## config.mk

```make
export PLATFORM = sky130hd
export DESIGN_NAME = uart_rx_fifo
export DESIGN_NICKNAME = d
export VERILOG_FILES = /design/src/rtl/uart_rx_fifo.sv
export SDC_FILE = /design/constraint.sdc
export NUM_CORES = 1
export LEC_CHECK = 0
export ABC_AREA = 1
export ABC_CLOCK_PERIOD_IN_PS = 6100
export BUFFER_PORTS_ARGS = -buffer_cell sky130_fd_sc_hd__buf_2
export CORE_MARGIN = 4
export CORE_UTILIZATION = 55
export DETAILED_ROUTE_END_ITERATION = 10
export GPL_TIMING_DRIVEN = 0
export PLACE_DENSITY = 0.82
export SETUP_SLACK_MARGIN = 0.4
export SLEW_MARGIN = 20
export SYNTH_ARGS = -nofsm -noshare
export SYNTH_HDL_FRONTEND = slang
export SYNTH_SLANG_ARGS = --single-unit
```

## constraint.sdc

```tcl
create_clock -name clk -period 6.1 [get_ports clk]
set_input_delay 0.305 -clock clk [delete_from_list [all_inputs] [get_ports clk]]
set_output_delay 0.305 -clock clk [all_outputs]
set_load 0.05 [all_outputs]
```

## src/rtl/uart_rx_fifo.sv

```systemverilog
// uart_rx_fifo: receive-side byte FIFO for a UART.
// Stores bytes that the receiver delivers and hands them to the bus in arrival
// order. The head byte is shown without an extra read cycle (fall-through).
//
// Ports:
//   clk          single clock, rising-edge state updates
//   rst          synchronous active-high reset
//   i_wr_valid   push strobe (receiver done pulse); i_wr_data is the byte
//   i_rd_en      pop strobe (bus read of the data register)
//   i_flush      discard all stored bytes
//   i_clr_ovr    clear the sticky overrun flag
//   i_thresh     interrupt fill threshold, 0 disables the interrupt
//   o_rd_data    head byte, 8'h00 while empty
//   o_empty      level == 0
//   o_full       level == DEPTH
//   o_level      number of stored bytes
//   o_overrun    sticky: a byte was dropped because the FIFO was full
//   o_thresh_irq level >= threshold (threshold nonzero)
module uart_rx_fifo #(
  parameter int DEPTH = 16,
  localparam int AW = $clog2(DEPTH)
) (
  input  logic          clk,
  input  logic          rst,
  input  logic          i_wr_valid,
  input  logic [7:0]    i_wr_data,
  input  logic          i_rd_en,
  input  logic          i_flush,
  input  logic          i_clr_ovr,
  input  logic [AW:0]   i_thresh,
  output logic [7:0]    o_rd_data,
  output logic          o_empty,
  output logic          o_full,
  output logic [AW:0]   o_level,
  output logic          o_overrun,
  output logic          o_thresh_irq
);

  logic [7:0]    mem [DEPTH];
  logic [AW-1:0] wr_ptr;
  logic [AW-1:0] rd_ptr;
  logic [AW:0]   level;
  logic          overrun;

  logic          do_push;
  logic          do_pop;
  logic          drop;

  // Status comes from registered state only.
  assign o_empty      = (level == '0);
  assign o_full       = (level == (AW+1)'(DEPTH));
  assign o_level      = level;
  assign o_overrun    = overrun;
  assign o_thresh_irq = (i_thresh != '0) && (level >= i_thresh);
  assign o_rd_data    = o_empty ? 8'h00 : mem[rd_ptr];

  // A pop frees a slot in the same cycle, so a push while full is accepted
  // when it coincides with a pop. A pop on empty does nothing, which makes a
  // simultaneous push/pop on empty a plain push.
  always_comb begin
    do_pop  = 1'b0;
    do_push = 1'b0;
    drop    = 1'b0;
    do_pop  = i_rd_en && !o_empty;
    do_push = i_wr_valid && (!o_full || do_pop);
    drop    = i_wr_valid && o_full && !do_pop;
  end

  // Storage array carries no reset; occupancy is tracked by level alone.
  always_ff @(posedge clk) begin
    if (do_push && !rst && !i_flush) begin
      mem[wr_ptr] <= i_wr_data;
    end
  end

  always_ff @(posedge clk) begin
    if (rst) begin
      wr_ptr <= '0;
      rd_ptr <= '0;
      level  <= '0;
    end else if (i_flush) begin
      wr_ptr <= '0;
      rd_ptr <= '0;
      level  <= '0;
    end else begin
      // AW-bit pointers wrap from DEPTH-1 to 0 naturally (DEPTH is 2**AW).
      if (do_push) begin
        wr_ptr <= wr_ptr + AW'(1);
      end
      if (do_pop) begin
        rd_ptr <= rd_ptr + AW'(1);
      end
      if (do_push && !do_pop) begin
        level <= level + (AW+1)'(1);
      end else if (do_pop && !do_push) begin
        level <= level - (AW+1)'(1);
      end
    end
  end

  // Sticky overrun; a new drop in the same cycle as a clear keeps it set.
  always_ff @(posedge clk) begin
    if (rst) begin
      overrun <= 1'b0;
    end else if (drop) begin
      overrun <= 1'b1;
    end else if (i_clr_ovr) begin
      overrun <= 1'b0;
    end
  end

endmodule
```

==> impl_metrics.yaml, run 1 <==
logic_synthesis:
  synth_cells: 580
  synthesis.nets: 614
  avgSynthCellArea_um2: 10.88
  synth_top_area_cell: "edfxtp_1"
  synth_enable_flop_cells: 128
  synth.distinct_cells: 28
  synth_ff_type: "edfxtp_1"
  ys_seq_elements: 146
  synth_top_area_share: 0.6089
  postSynth.asyncResetShare: 0
  ys_warn_count: 0
  ys_seq_area_frac: 0.6660
  syn_area_mm2: 0.006312
  synthTopCellsByArea: "edfxtp_1 (61%), nand2_1 (11%), nand3_1 (8.2%)"
cts:
  clk_path_buf_depth: 2
  clk_pin_slew_ns: 0.06
  post_cts_resized: 0
  htreeDepth: 4
  clkSinkCount: 146
  cts_root_buf: "clkbuf_16"
  cts_tree: "done"
  hold_buffers: 0
  numCtsBuffers: 17
  insertion_delay_ns: 0.41
  postCtsSetupBuffers: 0
layout:
  nNetsFinal: 668
  final_core_util: 0.6529
  antenna_cells: 0
  final_area_mm2: 0.007202
  final_layout_size_suffix_gt1_frac: 0.1406
  area_growth_syn_to_layout_pct: 14.09
pwr:
  p_per_area_mw_per_mm2: 335.0
  leakage_uw: 0.002796
  peakVddDrop_mv: 0.2179
global_route:
  grt_pass1_wl_um: 22900
  grt_overflow: 0
  antenna_found_initial: 0
  grt_util_all_layers: 0.2334
  grt_pass1_vias: 4493
  grt_max_degree: 17
die:
  fp.dieW_um: 115.1
  dieArea_mm2: 0.01325
  io_pins: 36
  start_util: 0.5723
  die_y_um: 115.1
  fp-row-count: 38
  core_area_mm2: 0.01103
timing:
  min_period_over_period: 0.4028
  min_period_ns: 2.457
  fmaxAchievable_mhz: 407.0
  worst_pin_slew_ns: 0.9540
  tns_ns: 0
  rsz0062_at_grt: "no"
  drv_slew: 0
  fin_skew_ns: 0.007626
  hold_violations: 0
  finalSetupViolCount: 0
  slew_headroom: 0.3617
worst_setup_path:
  crit_top_cell: "nand2_1"
  crit_chain: "inv_2 > buf_2 > nand2_1 > nand3_1 > nand3_1 > nand2_1 > nand2_1 > a21oi_1 > buf_2"
  cp.required_ns: 5.79
  cp.arrival_ns: 2.15
  crit_family: "buffers and inverters"
  critPathKind: "reg2out"
  critPathLaunchType: "register"
  critPathMaxFanout: 10
  cp_slowest_cell: "dfxtp_1"
  max_stage_delay_ns: 0.32
  critical_path_buf_inv_count: 3
  critPathCaptureType: "output pin"
run_status:
  status: "finished, final reports clean"
worst_hold_path:
  holdCritPathClass: "in2reg"
detailed_routing:
  dr.pass1.iters: 7
  dr_total_vias: 4561
  wl_per_cell_um: 18.80
  wl_um: 14800
  ant_nets: 0
  drtIter0Drc: 720
  viasPerCell: 5.795
  route.detailed.drc: 0
job:
  drv_cap: 0
placed_design:
  port_buffers: 35
  dpl.hpwl_um: 9817
  place.gp.congestion: 0.8806
  placedInstanceArea_mm2: 0.006663
## cells in the final DEF (no fill, tap or decap), drive strengths merged
cell and n:
nor2 28, or2 1, nor4 1, nor3b 1
xor2 4, buf 56, edfxtp 128, fa 1
clkinv 6, o21ai 10, nand3 103, xnor2 2
nand2 190, nand4 1, dfxtp 18, nor3 2
clkbuf 30, ha 14, a21oi 24, inv 27
## metal layers
layer | global-route usage | wire, um
met1 | 0.3004 | 5659
met2 | 0.3785 | 7292
met3 | 0.06053 | 1442
met4 | 0.09781 | 402
met5 | 0 | 0
## stage by stage
stage / worst slack, ns / instances / hold slack (ns) / power (uW)
final: 3.643 / 787 / 0.07394 / 2412
after global routing: 3.464 / 787 / 0.06379 / 2495
after CTS: 3.654 / 787 / 0.05614 / 2412
after detailed placement: 3.716 / 755 / 0.4565 / 1491
after global placement: 3.793 / 755 / 0.4474 / 1477
after floorplan: 3.431 / 580 / 0.3741 / 1387
## registers in the layout, indices dropped and copies added (netlist names), named ones only
register and count:
o_level 5, wr_ptr 4, rd_ptr 4, mem 128, o_overrun 1
## power breakdown
| group | switching (uW) | internal [uW] |
|---|---|---|
| combinational | 268 | 99.2 |
| clock | 364 | 573 |
| sequential | 11.3 | 1100 |
| total | 643 | 1770 |
## logic make-up after synthesis
family | after synthesis | share of synthesized area
AND/OR/NAND/NOR | 327 | 0.2186
XOR/XNOR | 6 | 0.008325
flip-flops | 146 | 0.6660
adder cells (fa/ha/maj) | 15 | 0.03092
buffers and inverters | 52 | 0.04916
AO/OA/AOI/OAI | 34 | 0.02696
## worst register-to-register path, cell delays in order (launching register included)
cell,delay (ns)
dfxtp_1,0.36
nor2_1,0.20
nand3_1,0.23
nand2_2,0.17
ha_1,0.26
inv_1,0.11
ha_1,0.35
a21oi_1,0.16
nand2_1,0.08
xor2_1,0.14
o21ai_0,0.14
inv_1,0.05
## synthesized netlist by cell type (2+ instances only)
master / number
inv_1: 25
nor3_1: 2
nor2_2: 2
edfxtp_1: 128
nand2_2: 2
o21ai_0: 9
nand2_1: 188
buf_4: 5
a21oi_1: 24
nor2_1: 26
xor2_1: 4
buf_6: 10
xnor2_1: 2
inv_2: 2
dfxtp_1: 18
nand3_1: 103
ha_1: 14
buf_2: 6
## cell type report
type | instances | area (um^2)
fillers | 797 | 3829
well taps | 140 | 175.2
plain buffers | 24 | 205.2
clock inverters | 5 | 25.02
inverters | 28 | 105.1
clock buffers | 27 | 514.2
repair buffers | 35 | 175.2
multi-input cells | 382 | 1798
flip-flops and latches | 146 | 4204
## final timing paths
kind	from	to	slack, ns	depth (start not counted)
max	register	o_rd_data[5]	3.64	9
min reg2reg	o_overrun	o_overrun	0.47	2
min	rst	o_overrun	0.07	2
max reg2reg	o_level[2]	o_level[3]	3.74	11
No activity file was read; power rests on OpenSTA's default activity.
==> inputs of run 2 (changes only) <==
- ABC_CLOCK_PERIOD_IN_PS: 6100 -> 2310
- clock period: 6.1 -> 2.31 ns (I/O delays scaled with it)
==> run 2 against run 1 <==
Effect of this change: the run now ends with negative hold slack left; die area stayed put; utilization is 8.8 points higher; critical path depth is 1 higher; sequential cell count stayed put; register-to-register slack worse by 3.4 ns; critical path type unchanged; critical endpoint is now o_rd_data[0]; largest power group unchanged.
==> impl_metrics.yaml, run 2 (synthesized netlist as in run 1, its figures left out) <==
timing:
  min_period_ns: 2.136
  worst_pin_slew_ns: 0.5052
  tns_ns: 0
  fmaxAchievable_mhz: 468.1
  min_period_over_period: 0.9248
  rsz0062_at_grt: "yes"
  slew_headroom: 0.6624
  drv_slew: 0
  finalSetupViolCount: 0
  hold_violations: 1
  hold_slack_ns: -0.002482
  fin_skew_ns: 0.008880
layout:
  antenna_cells: 0
  largest_reg_flops: 128
  final_layout_size_suffix_gt1_frac: 0.3323
  fill_cells: 685
  multi_input_area_mm2: 0.002336
  seq_area_mm2: 0.004225
  final_common_cell: "nand2_1"
  most-common-layout-cells: "nand2_1 (172), edfxtp_1 (128), nand3_1 (65)"
  nNetsFinal: 689
  area_growth_syn_to_layout_pct: 29.53
  regMostFlops: "mem"
cts:
  clk_path_buf_depth: 2
  htreeDepth: 4
  cts_tree: "done"
  insertion_delay_ns: 0.43
  cts_root_buf: "clkbuf_16"
  clkSinkCount: 146
  numCtsBuffers: 17
  clk_pin_slew_ns: 0.06
die:
  dieArea_mm2: 0.01325
  die_y_um: 115.1
  core_area_mm2: 0.01103
  io_pins: 36
  fp-row-count: 38
  start_util: 0.5723
  fp.dieW_um: 115.1
worst_hold_path:
  whs_endpoint: "o_level[0]"
  hold_depth: 4
  worstHoldStart: "i_flush"
  holdCritPathClass: "in2reg"
detailed_routing:
  ant_nets: 0
  viasPerCell: 6.057
  dr_total_vias: 4894
  dr.pass1.iters: 6
  wl_um: 18120
  drtIter0Drc: 598
  wl_per_cell_um: 22.42
  route.detailed.drc: 0
worst_setup_path:
  critPathLaunchType: "register"
  critPathCaptureType: "output pin"
  critPathMaxFanout: 5
  critPathKind: "reg2out"
  cp.required_ns: 2.19
  rr_endpoint: "o_level[4]"
  rr_startpoint: "o_level[2]"
  r2r_cells: 12
  cp.arrival_ns: 2.02
  reg2reg_slack_ns: 0.34
run_status:
  status: "finished, violations left"
  failed_checks: "negative hold slack"
global_route:
  grt_pass1_vias: 4906
  antenna_found_initial: 0
  grt_overflow: 0
  grt_max_degree: 17
  grt_pass1_wl_um: 25850
  grt_util_all_layers: 0.2682
pwr:
  leakage_uw: 0.003108
  peakVddDrop_mv: 0.6829
  p_per_area_mw_per_mm2: 851.0
  total_power_uw: 6959
placed_design:
  place.gp.congestion: 0.9068
  port_buffers: 35
  dpl.hpwl_um: 10030
job:
  drv_cap: 0
==> run 2: how the worst max path moves through the flow <==
stage	slack, ns	cells after the start	start	endpoint
after detailed placement	0.18	6	rst	mem[8][3]
after CTS	0.26	10	register	o_rd_data[3]
after global routing	0.09	10	register	o_rd_data[6]
after floorplan	0.34	4	o_level[4]	o_rd_data[0]
after global placement	0.25	6	rst	mem[9][4]
final	0.17	10	register	o_rd_data[0]
==> run 2: layout make-up <==
class	instances	share of cell area
sequential	146	0.5168
multi-input combinational	382	0.2857
clock buffer	22	0.06320
timing repair buffer	56	0.05907
buffer	24	0.03091
tap	140	0.02142
inverter	28	0.01484
clock inverter	10	0.008110
==> run 2: layer usage <==
layer | part of all wire | GRT usage
met1 | 0.34 | 0.3168
met2 | 0.50 | 0.4626
met3 | 0.099 | 0.06526
met4 | 0.055 | 0.1244
met5 | 0 | 0
==> run 2: what timing repair did <==
item,CTS,global route
resized for setup,89,61
cloned,3,0
setup buffers,13,3
pin swaps,34,26
setup endpoints to repair,139,140
hold buffers,2,0
endpoints found under the hold margin,1,0
==> run 2: stage by stage <==
step	util	cell area, um^2	instances	setup slack [ns]
after CTS	0.7106	7839	805	0.2593
after floorplan	-	6410	580	0.3353
final	0.7413	8177	808	0.1737
after global placement	0.6129	6760	755	0.2493
after global routing	0.7413	8177	808	0.09383
after detailed placement	0.6129	6760	755	0.1763
==> run 2: where the power goes <==
| group | internal (uW) | total, uW | leakage (uW) | switching (uW) |
|---|---|---|---|---|
| sequential | 2900 | 2940 | 0.00130 | 40.3 |
| combinational | 470 | 1330 | 0.00151 | 863 |
| clock | 1590 | 2690 | 0.000294 | 1100 |
| total | 4960 | 6960 | 0.00311 | 2000 |
==> run 2: worst max-delay path: stages, from the launching register on <==
cell	delay [ns]
dfxtp_2	0.33
buf_6	0.12
clkinvlp_4	0.12
buf_12	0.17
buf_12	0.14
nand3_1	0.12
nand3_2	0.11
nand2_2	0.08
nand2_1	0.06
a21oi_2	0.15
buf_6	0.18
==> inputs of run 3 (changes only) <==
- CORE_UTILIZATION: 55 -> 37
- PLACE_DENSITY: 0.82 -> 0.62
==> run 3 against run 2 <==
Effect of this change: the flow now finishes without violations; routed wire length down 12%; clock-buffer cell count down 5; sequential share of layout area is 1.0 points lower; die area is 45% higher; register-to-register slack improved by 0.04 ns; sequential power about the same; non-clock buffer count decreased by 1; global-route usage is 11 points lower; critical endpoint is now o_rd_data[7]; largest cell class unchanged; highest routed layer unchanged.
==> impl_metrics.yaml, run 3 (synthesized netlist as in run 1, its figures left out) <==
die:
  io_pins: 36
  die_y_um: 138.6
  dieArea_mm2: 0.01921
  core_area_mm2: 0.01664
  fp.dieW_um: 138.6
  fp-row-count: 47
  start_util: 0.3793
job:
  drv_cap: 0
global_route:
  grt_overflow: 0
  grt_pass1_vias: 4425
  antenna_found_initial: 0
  grt_util_all_layers: 0.1628
  grt_pass1_wl_um: 24040
  grt_max_degree: 17
timing:
  worst_pin_slew_ns: 0.4659
  hold_violations: 0
  slew_headroom: 0.6891
  setup_ws_ns: 0.2966
  rsz0062_at_grt: "yes"
  fin_skew_ns: 0.006006
  min_period_over_period: 0.8716
  drv_slew: 0
  fmaxAchievable_mhz: 496.7
  tns_ns: 0
  finalSetupViolCount: 0
  min_period_ns: 2.013
layout:
  regMostFlops: "mem"
  multi_input_area_mm2: 0.002310
  instances_no_fill: 887
  seq_area_mm2: 0.004227
  final_area_mm2: 0.008342
  fill_cells: 1424
  final_layout_size_suffix_gt1_frac: 0.3298
  antenna_cells: 0
  largest_reg_flops: 128
  most-common-layout-cells: "nand2_1 (169), edfxtp_1 (128), nand3_1 (67)"
  final_common_cell: "nand2_1"
  nNetsFinal: 688
  area_growth_syn_to_layout_pct: 32.15
cts:
  cts_tree: "done"
  clkSinkCount: 146
  clk_pin_slew_ns: 0.06
  cts_root_buf: "clkbuf_16"
  numCtsBuffers: 17
  insertion_delay_ns: 0.42
  htreeDepth: 4
  clk_path_buf_depth: 2
detailed_routing:
  dr_total_vias: 4515
  top_layer: "met4"
  wl_met1_um: 6836
  wl_per_cell_um: 18.00
  wl_met2_um: 7809
  route.detailed.drc: 0
  drtIter0Drc: 295
  viasPerCell: 5.090
  dr.pass1.iters: 5
  wl_met3_um: 912
  wl_um: 15970
  ant_nets: 0
worst_setup_path:
  cp.arrival_ns: 1.90
  critPathMaxFanout: 5
  critPathKind: "reg2out"
  critPathCaptureType: "output pin"
  r2r_cells: 13
  cp_slowest_cell: "dfxtp_4"
  crit_chain: "buf_12 > buf_12 > buf_16 > nand2_4 > nand3_2 > nand3_2 > nand2_2 > nand2_2 > a21oi_2 > buf_6"
  max_stage_delay_ns: 0.42
  cp.required_ns: 2.19
  critPathLaunchType: "register"
run_status:
  status: "finished, final reports clean"
pwr:
  p_per_area_mw_per_mm2: 841.3
  peakVddDrop_mv: 0.6290
  total_power_uw: 7018
  leakage_uw: 0.003143
placed_design:
  dpl.hpwl_um: 10230
  place.gp.congestion: 0.8411
  placedInstanceArea_mm2: 0.006860
  port_buffers: 35
  place_ws_ns: 0.1037
  post-place-cells: 835
worst_hold_path:
  hold_depth: 4
  holdCritPathClass: "in2reg"
[run 3: changes by cell type in the layout (fill, tap and decap cells not counted), sizes merged]
cell / before / now
inv: 30 / 27
clkinv: 4 / 8
buf: 75 / 70
clkbuf: 25 / 24
clkinvlp: 4 / 5
bufinv: 0 / 3
[run 3: layout make-up]
cell class	instances	share of cell area
Clock buffer	17	0.05100
Multi-Input combinational cell	382	0.2769
Timing Repair Buffer	55	0.06300
Clock inverter	15	0.01995
Buffer	24	0.03555
Inverter	28	0.01395
Tap cell	220	0.03300
Sequential cell	146	0.5067
[run 3: worst paths after layout]
check | start | slack, ns | to
max reg2reg | o_level[3] | 0.38 | o_level[4]
max | register | 0.30 | o_rd_data[7]
min reg2reg | rd_ptr[2] | 0.48 | rd_ptr[2]
min | i_flush | 0.009 | o_level[0]
[run 3: worst max-delay path: cells and delay by family, from the launching register on]
| kind | cells | cell delay, ns |
|---|---|---|
| DFF | 1 | 0.42 |
| buffers and inverters | 4 | 0.57 |
| AOI/OAI and AO/OA | 1 | 0.14 |
| and+or+nand+nor | 5 | 0.35 |
[run 3: layer usage]
metal / global-route usage / up-vias
met5: 0 / -
met1: 0.2143 / 2171
met2: 0.2667 / 173
li1: - / 2148
met3: 0.03276 / 23
met4: 0.06385 / 0
[run 3: timing repair]
item,in CTS,in global routing
pin swaps,20,39
setup buffers,7,4
resized for setup,88,65
hold endpoints to repair,1,0
setup endpoints to repair,136,87
hold buffers,2,0
gates cloned,3,4
[run 3: where the power goes]
part / switching [uW] / internal, uW
sequential: 40.4 / 2900
combinational: 835 / 506
clock: 1050 / 1690
[run 3: metrics by stage]
step	hold slack, ns	util
finish	0.008691	0.5012
CTS	0.003203	0.4755
global route	0.04603	0.5012
floorplan	0.1846	-
detailed placement	0.3100	0.4122
global placement	0.2978	0.4122
